$ cat config.mk
export PLATFORM = sky130hd
export DESIGN_NAME = weight_update_writer
export DESIGN_NICKNAME = d
export VERILOG_FILES = /design/src/rtl/weight_update_writer.sv
export SDC_FILE = /design/constraint.sdc
export NUM_CORES = 1
export LEC_CHECK = 0
export CORE_MARGIN = 2
export CORE_UTILIZATION = 50
export DETAILED_ROUTE_END_ITERATION = 12
export GPL_TIMING_DRIVEN = 1
export PLACE_DENSITY = 0.88
export SLEW_MARGIN = 15
export SYNTH_ARGS = -nofsm -noshare
export SYNTH_HDL_FRONTEND = slang
export SYNTH_SLANG_ARGS = --single-unit
$ cat constraint.sdc
create_clock -name clk -period 7.07 [get_ports clk]
set_input_delay 0.707 -clock clk [delete_from_list [all_inputs] [get_ports clk]]
set_output_delay 0.707 -clock clk [all_outputs]
set_load 0.05 [all_outputs]
$ cat src/rtl/weight_update_writer.sv
// Applies popped weight deltas to the weight RAM by read-modify-write: W[layer][row] <= W - delta.
// Optional build macro WUW_SATURATE_EN clamps each lane on overflow instead of wrapping.
module weight_update_writer #(
  parameter int max_layer_size = 4,
  parameter int data_size      = 16,
  parameter int size           = 3,
  parameter int layer_count    = 4,
  parameter int addr_width     = 4
) (
  input  logic                      clk,
  input  logic                      rst,
  input  logic                      is_update_weight,
  input  logic [31:0]               update_weight_layer,
  input  logic [31:0]               update_weight_row,
  input  logic [size*data_size-1:0] update_weight_value,
  output logic                      read_update_data,
  output logic [addr_width-1:0]     mem_addr,
  output logic                      mem_rd_en,
  input  logic [size*data_size-1:0] mem_rd_data,
  output logic                      mem_wr_en,
  output logic [size*data_size-1:0] mem_wr_data,
  output logic                      busy,
  output logic [15:0]               update_count,
  output logic                      err_range
);

  typedef enum logic [1:0] {IDLE, POP, RDWAIT, WRITE} state_t;

  state_t                    state, state_n;
  logic [size*data_size-1:0] value_q, value_n;
  logic [size*data_size-1:0] wdata_n;
  logic [addr_width-1:0]     addr_n;
  logic [15:0]               cnt_n;
  logic                      pop_n, rd_n, wr_n, err_n, busy_n;
  logic                      in_range;

  function automatic logic [data_size-1:0] lane_sub(input logic [data_size-1:0] a,
                                                    input logic [data_size-1:0] b);
`ifdef WUW_SATURATE_EN
    logic [data_size:0] diff;
    diff = {a[data_size-1], a} - {b[data_size-1], b};
    // Sign-extended result disagreeing in its top two bits means the lane overflowed.
    if (diff[data_size] != diff[data_size-1])
      return diff[data_size] ? {1'b1, {(data_size-1){1'b0}}} : {1'b0, {(data_size-1){1'b1}}};
    return diff[data_size-1:0];
`else
    return a - b;
`endif
  endfunction

  assign in_range = (update_weight_layer < 32'(layer_count)) &&
                    (update_weight_row < 32'(max_layer_size));

  always_comb begin
    state_n = state;
    value_n = value_q;
    wdata_n = mem_wr_data;
    addr_n  = mem_addr;
    cnt_n   = update_count;
    err_n   = err_range;
    pop_n   = 1'b0;
    rd_n    = 1'b0;
    wr_n    = 1'b0;
    case (state)
      IDLE: begin
        addr_n = '0;
        if (is_update_weight) begin
          value_n = update_weight_value;
          pop_n   = 1'b1;
          state_n = POP;
          if (in_range) begin
            rd_n   = 1'b1;
            addr_n = update_weight_layer[addr_width-1:0] * addr_width'(max_layer_size)
                   + update_weight_row[addr_width-1:0];
          end
        end
      end
      // mem_rd_en doubles as the captured in-range flag while in POP.
      POP: begin
        if (mem_rd_en) begin
          state_n = RDWAIT;
        end else begin
          err_n   = 1'b1;
          state_n = IDLE;
        end
      end
      RDWAIT: begin
        for (int unsigned i = 0; i < size; i++)
          wdata_n[i*data_size +: data_size] = lane_sub(mem_rd_data[i*data_size +: data_size],
                                                       value_q[i*data_size +: data_size]);
        wr_n    = 1'b1;
        state_n = WRITE;
      end
      WRITE: begin
        cnt_n   = update_count + 16'd1;
        addr_n  = '0;
        state_n = IDLE;
      end
      default: state_n = IDLE;
    endcase
    busy_n = (state_n != IDLE);
  end

  always_ff @(posedge clk or posedge rst) begin
    if (rst) begin
      state            <= IDLE;
      value_q          <= '0;
      read_update_data <= 1'b0;
      mem_addr         <= '0;
      mem_rd_en        <= 1'b0;
      mem_wr_en        <= 1'b0;
      mem_wr_data      <= '0;
      busy             <= 1'b0;
      update_count     <= '0;
      err_range        <= 1'b0;
    end else begin
      state            <= state_n;
      value_q          <= value_n;
      read_update_data <= pop_n;
      mem_addr         <= addr_n;
      mem_rd_en        <= rd_n;
      mem_wr_en        <= wr_n;
      mem_wr_data      <= wdata_n;
      busy             <= busy_n;
      update_count     <= cnt_n;
      err_range        <= err_n;
    end
  end

endmodule

==> impl_metrics.csv <==
group,metric,value,unit
routing,drt_iter0_markers,396,
grt,grt_pass1_wl,32120,um
floorplan,dieWidth,122.3,um
logic_synthesis,yosysTopAreaCellShare,43.96,%
routing,dr.pass1.iters,5,
logic_synthesis,synth_seq_cells,123,
pwr,p_sw,1.160,mW
logic_synthesis,syn_nets,937,
grt,grt_pass1_vias,6631,
placed_design,gp_congestion,0.8479,
logic_synthesis,ys_warn_count,0,
timing,finClkSkew,0.01010,ns
routing,via_per_inst,5.616,
timing,period_share,43.14,%
setup_path,end_kind,"register",
timing,whs,0.4781,ns
logic_synthesis,synthArstFlopShare,100.0,%
layout,fin_cells,1150,
timing,worst_pin_slew,1.095,ns
placed_design,io_buffers,235,
placed_design,dp_slack,3.863,ns
timing,finalSetupViolCount,0,
routing,wl_per_cell,17.14,um
setup_path,cp_max_fo,48,
setup_path,crit_arrival,3.40,ns
logic_synthesis,synthCells,720,
logic_synthesis,yosys-top-cells-count,"123 x dfrtp_1, 80 x nand2_1, 70 x o21ai_0",
pwr,sw_frac_of_total,35.92,%
layout,area.growth.synth_to_final,45.07,%
floorplan,initial_core_util,50.84,%
job,maxCapViolCount,0,
setup_path,cp-start-kind,"register",
setup_path,required,7.42,ns
cts,path_clk_slew,0.05,ns
placed_design,placed_cells,1117,
timing,fmax,0.3278,GHz
cts,htreeDepth,4,
routing,routed_wl,19710,um
setup_path,slowest_delay,0.92,ns
timing,min_period,3.050,ns
floorplan,die_y,122.3,um
logic_synthesis,synth.distinct_cells,61,
floorplan,die-area,0.01497,mm^2
cts,cts_inserted_buffers,17,
pwr,p_leak,4.472,nW
timing,rsz0062_at_grt,"false",
pwr,power_frac_comb,43.2,%
logic_synthesis,synth_area,0.007002,mm^2
layout,drive_gt1_share,6.914,%
cts,root_buffer,"clkbuf_16",
cts,post_cts_buffers,0,
logic_synthesis,ys_seq_area_share,43.96,%
timing,relSlewSlack,26.97,%
cts,clock-sinks,123,
logic_synthesis,syn_area_per_cell,9.725,um^2
placed_design,dp_hpwl,14460,um
layout,final_area,0.01016,mm^2
cts,clockBufferDepth,2,
grt,gr-total-overflow,0,
logic_synthesis,synth_edf_count,0,
logic_synthesis,synth-main-ff-cell,"dfrtp_1",
pwr,intPower,2.069,mW
setup_path,critPathSlowestCell,"ha_2",
floorplan,ios,236,
floorplan,core,0.01377,mm^2
layout,final_core_util,73.75,%
routing,vias,6458,
grt,grt_usage,27.63,%
pwr,power_density,317.9,mW/mm^2
pwr,p_total,3.229,mW
routing,drc,0,
timing,hold_viol,0,
grt,grt_max_degree,65,
layout,layout.nets,1173,
cts,insertion_delay,0.42,ns
status,status,"finished, final reports clean",
pwr,pwr-share-clk,28.7,%
worst_hold_path,hold_depth,1,
cts,ctsHoldBuffers,0,
setup_path,cp_cell_sequence,"inv_1 -> ha_2 -> inv_2 -> buf_4 -> or3_1 -> nor3_1 -> or3b_1",
pwr,worst_ir_drop_vdd,0.0001626,V
cts,cts_resized,0,
setup_path,worstRegToRegCells,7,
logic_synthesis,synthTopCellsByArea,"dfrtp_1 44%, ha_1 9.1%, o21ai_0 5.0%",
worst_hold_path,holdCritPathClass,"register to register",
grt,antenna_found_initial,1,
logic_synthesis,synth_most_common_cell,"dfrtp_1",
cts,cts_tree,"built",
timing,slew_violations,0,
layout,fillers,1000,
routing,final_antenna_net_count,0,
setup_path,crit_type,"register to register",
timing,tns,0,ns
placed_design,dpl_cell_area,0.009527,mm^2
logic_synthesis,synth_largest_area_cell,"dfrtp_1",
floorplan,rows,43,
timing,worst_slack,4.020,ns
pwr,power.share.sequential,28.1,%
path summary, 6_finish.rpt:
path | from | endpoint | slack (ns)
hold reg to reg | mem_wr_data[36] | mem_wr_data[36] | 0.48
setup reg to reg | state[0] | mem_wr_data[12] | 4.02
max in group asynchronous | rst | value_q[34] | 4.99
hold / removal | mem_wr_data[36] | mem_wr_data[36] | 0.48
setup / recovery | state[0] | mem_wr_data[12] | 4.02
min in group asynchronous | rst | update_count[15] | 0.78
placed cells by master, fill, tap and decap left out, types with 3 or more instances in the layout:
cell / count
nand2_1: 80
inv_1: 55
o31a_1: 7
a211oi_1: 5
ha_1: 50
xor2_1: 11
a21o_1: 17
buf_4: 3
and3_1: 6
o21ai_0: 70
o21ai_1: 3
or3_1: 8
o21a_1: 20
clkinv_2: 3
o2111ai_1: 3
a21oi_1: 27
nand4_1: 10
nor3_1: 14
nand2b_1: 4
a32o_1: 4
o311ai_0: 3
nand3_1: 10
nor2_1: 28
bufinv_16: 4
fa_1: 3
nor4_1: 17
and2_1: 4
o211ai_1: 4
a31oi_1: 3
o31ai_1: 7
clkbuf_16: 17
mux2_2: 22
dfrtp_1: 123
a211o_1: 4
nor2b_1: 10
a31o_2: 3
xnor2_1: 29
clkdlybuf4s50_1: 235
cell type report:
class                      instances  area, um^2  share of cell area, %
tap                              180       225.2                  2.217
timing repair buffer             238        2375                  23.38
clock buffer                      21       460.4                  4.533
inverter                          58       220.2                  2.168
antenna                            1       2.502                0.02464
clock inverter                    11       167.7                  1.651
multi-input combinational        518        3628                  35.72
sequential                       123        3078                  30.30
critical path, delay by kind of cell, from the launching register on:
family,cells,cell delay (ns)
AND/OR/NAND/NOR,3,0.67
flip-flops,1,0.41
buffers and inverters,3,0.98
adder cells (fa/ha/maj),1,0.92
registers in the layout, summed over array words and instances (netlist names):
signal            cells
busy                  1
err_range             1
mem_addr              4
mem_rd_en             1
mem_wr_data          48
mem_wr_en             1
read_update_data      1
state                 2
update_count         16
value_q              48
cells by family (layout without fill, tap and decap cells):
group	Yosys count	in the layout	share of synthesized area, %
other	0	1	0
AND/OR/NAND/NOR	206	206	14.56
flip-flops	123	123	43.96
buffers and inverters	79	328	4.253
XOR/XNOR	40	40	5.003
AO/OA/AOI/OAI	194	194	18.42
adder cells (fa/ha/maj)	54	54	9.971
multiplexers	24	24	3.824
per-layer routing:
layer  share of wire [%]  track usage (%)
met3                 6.3            7.017
met5                   0                0
met4                 3.7            12.07
met1                  38            31.30
met2                  52            49.10
power by group through the flow:
stage	Clock, mW	Sequential (mW)	Combinational (mW)
after floorplan	0	0.927	0.995
after global placement	0	0.908	1.31
after detailed placement	0	0.919	1.36
after CTS	0.937	0.908	1.39
after global routing	0.969	0.921	1.56
final	0.927	0.907	1.39
Power figures use the tool's default switching activity.
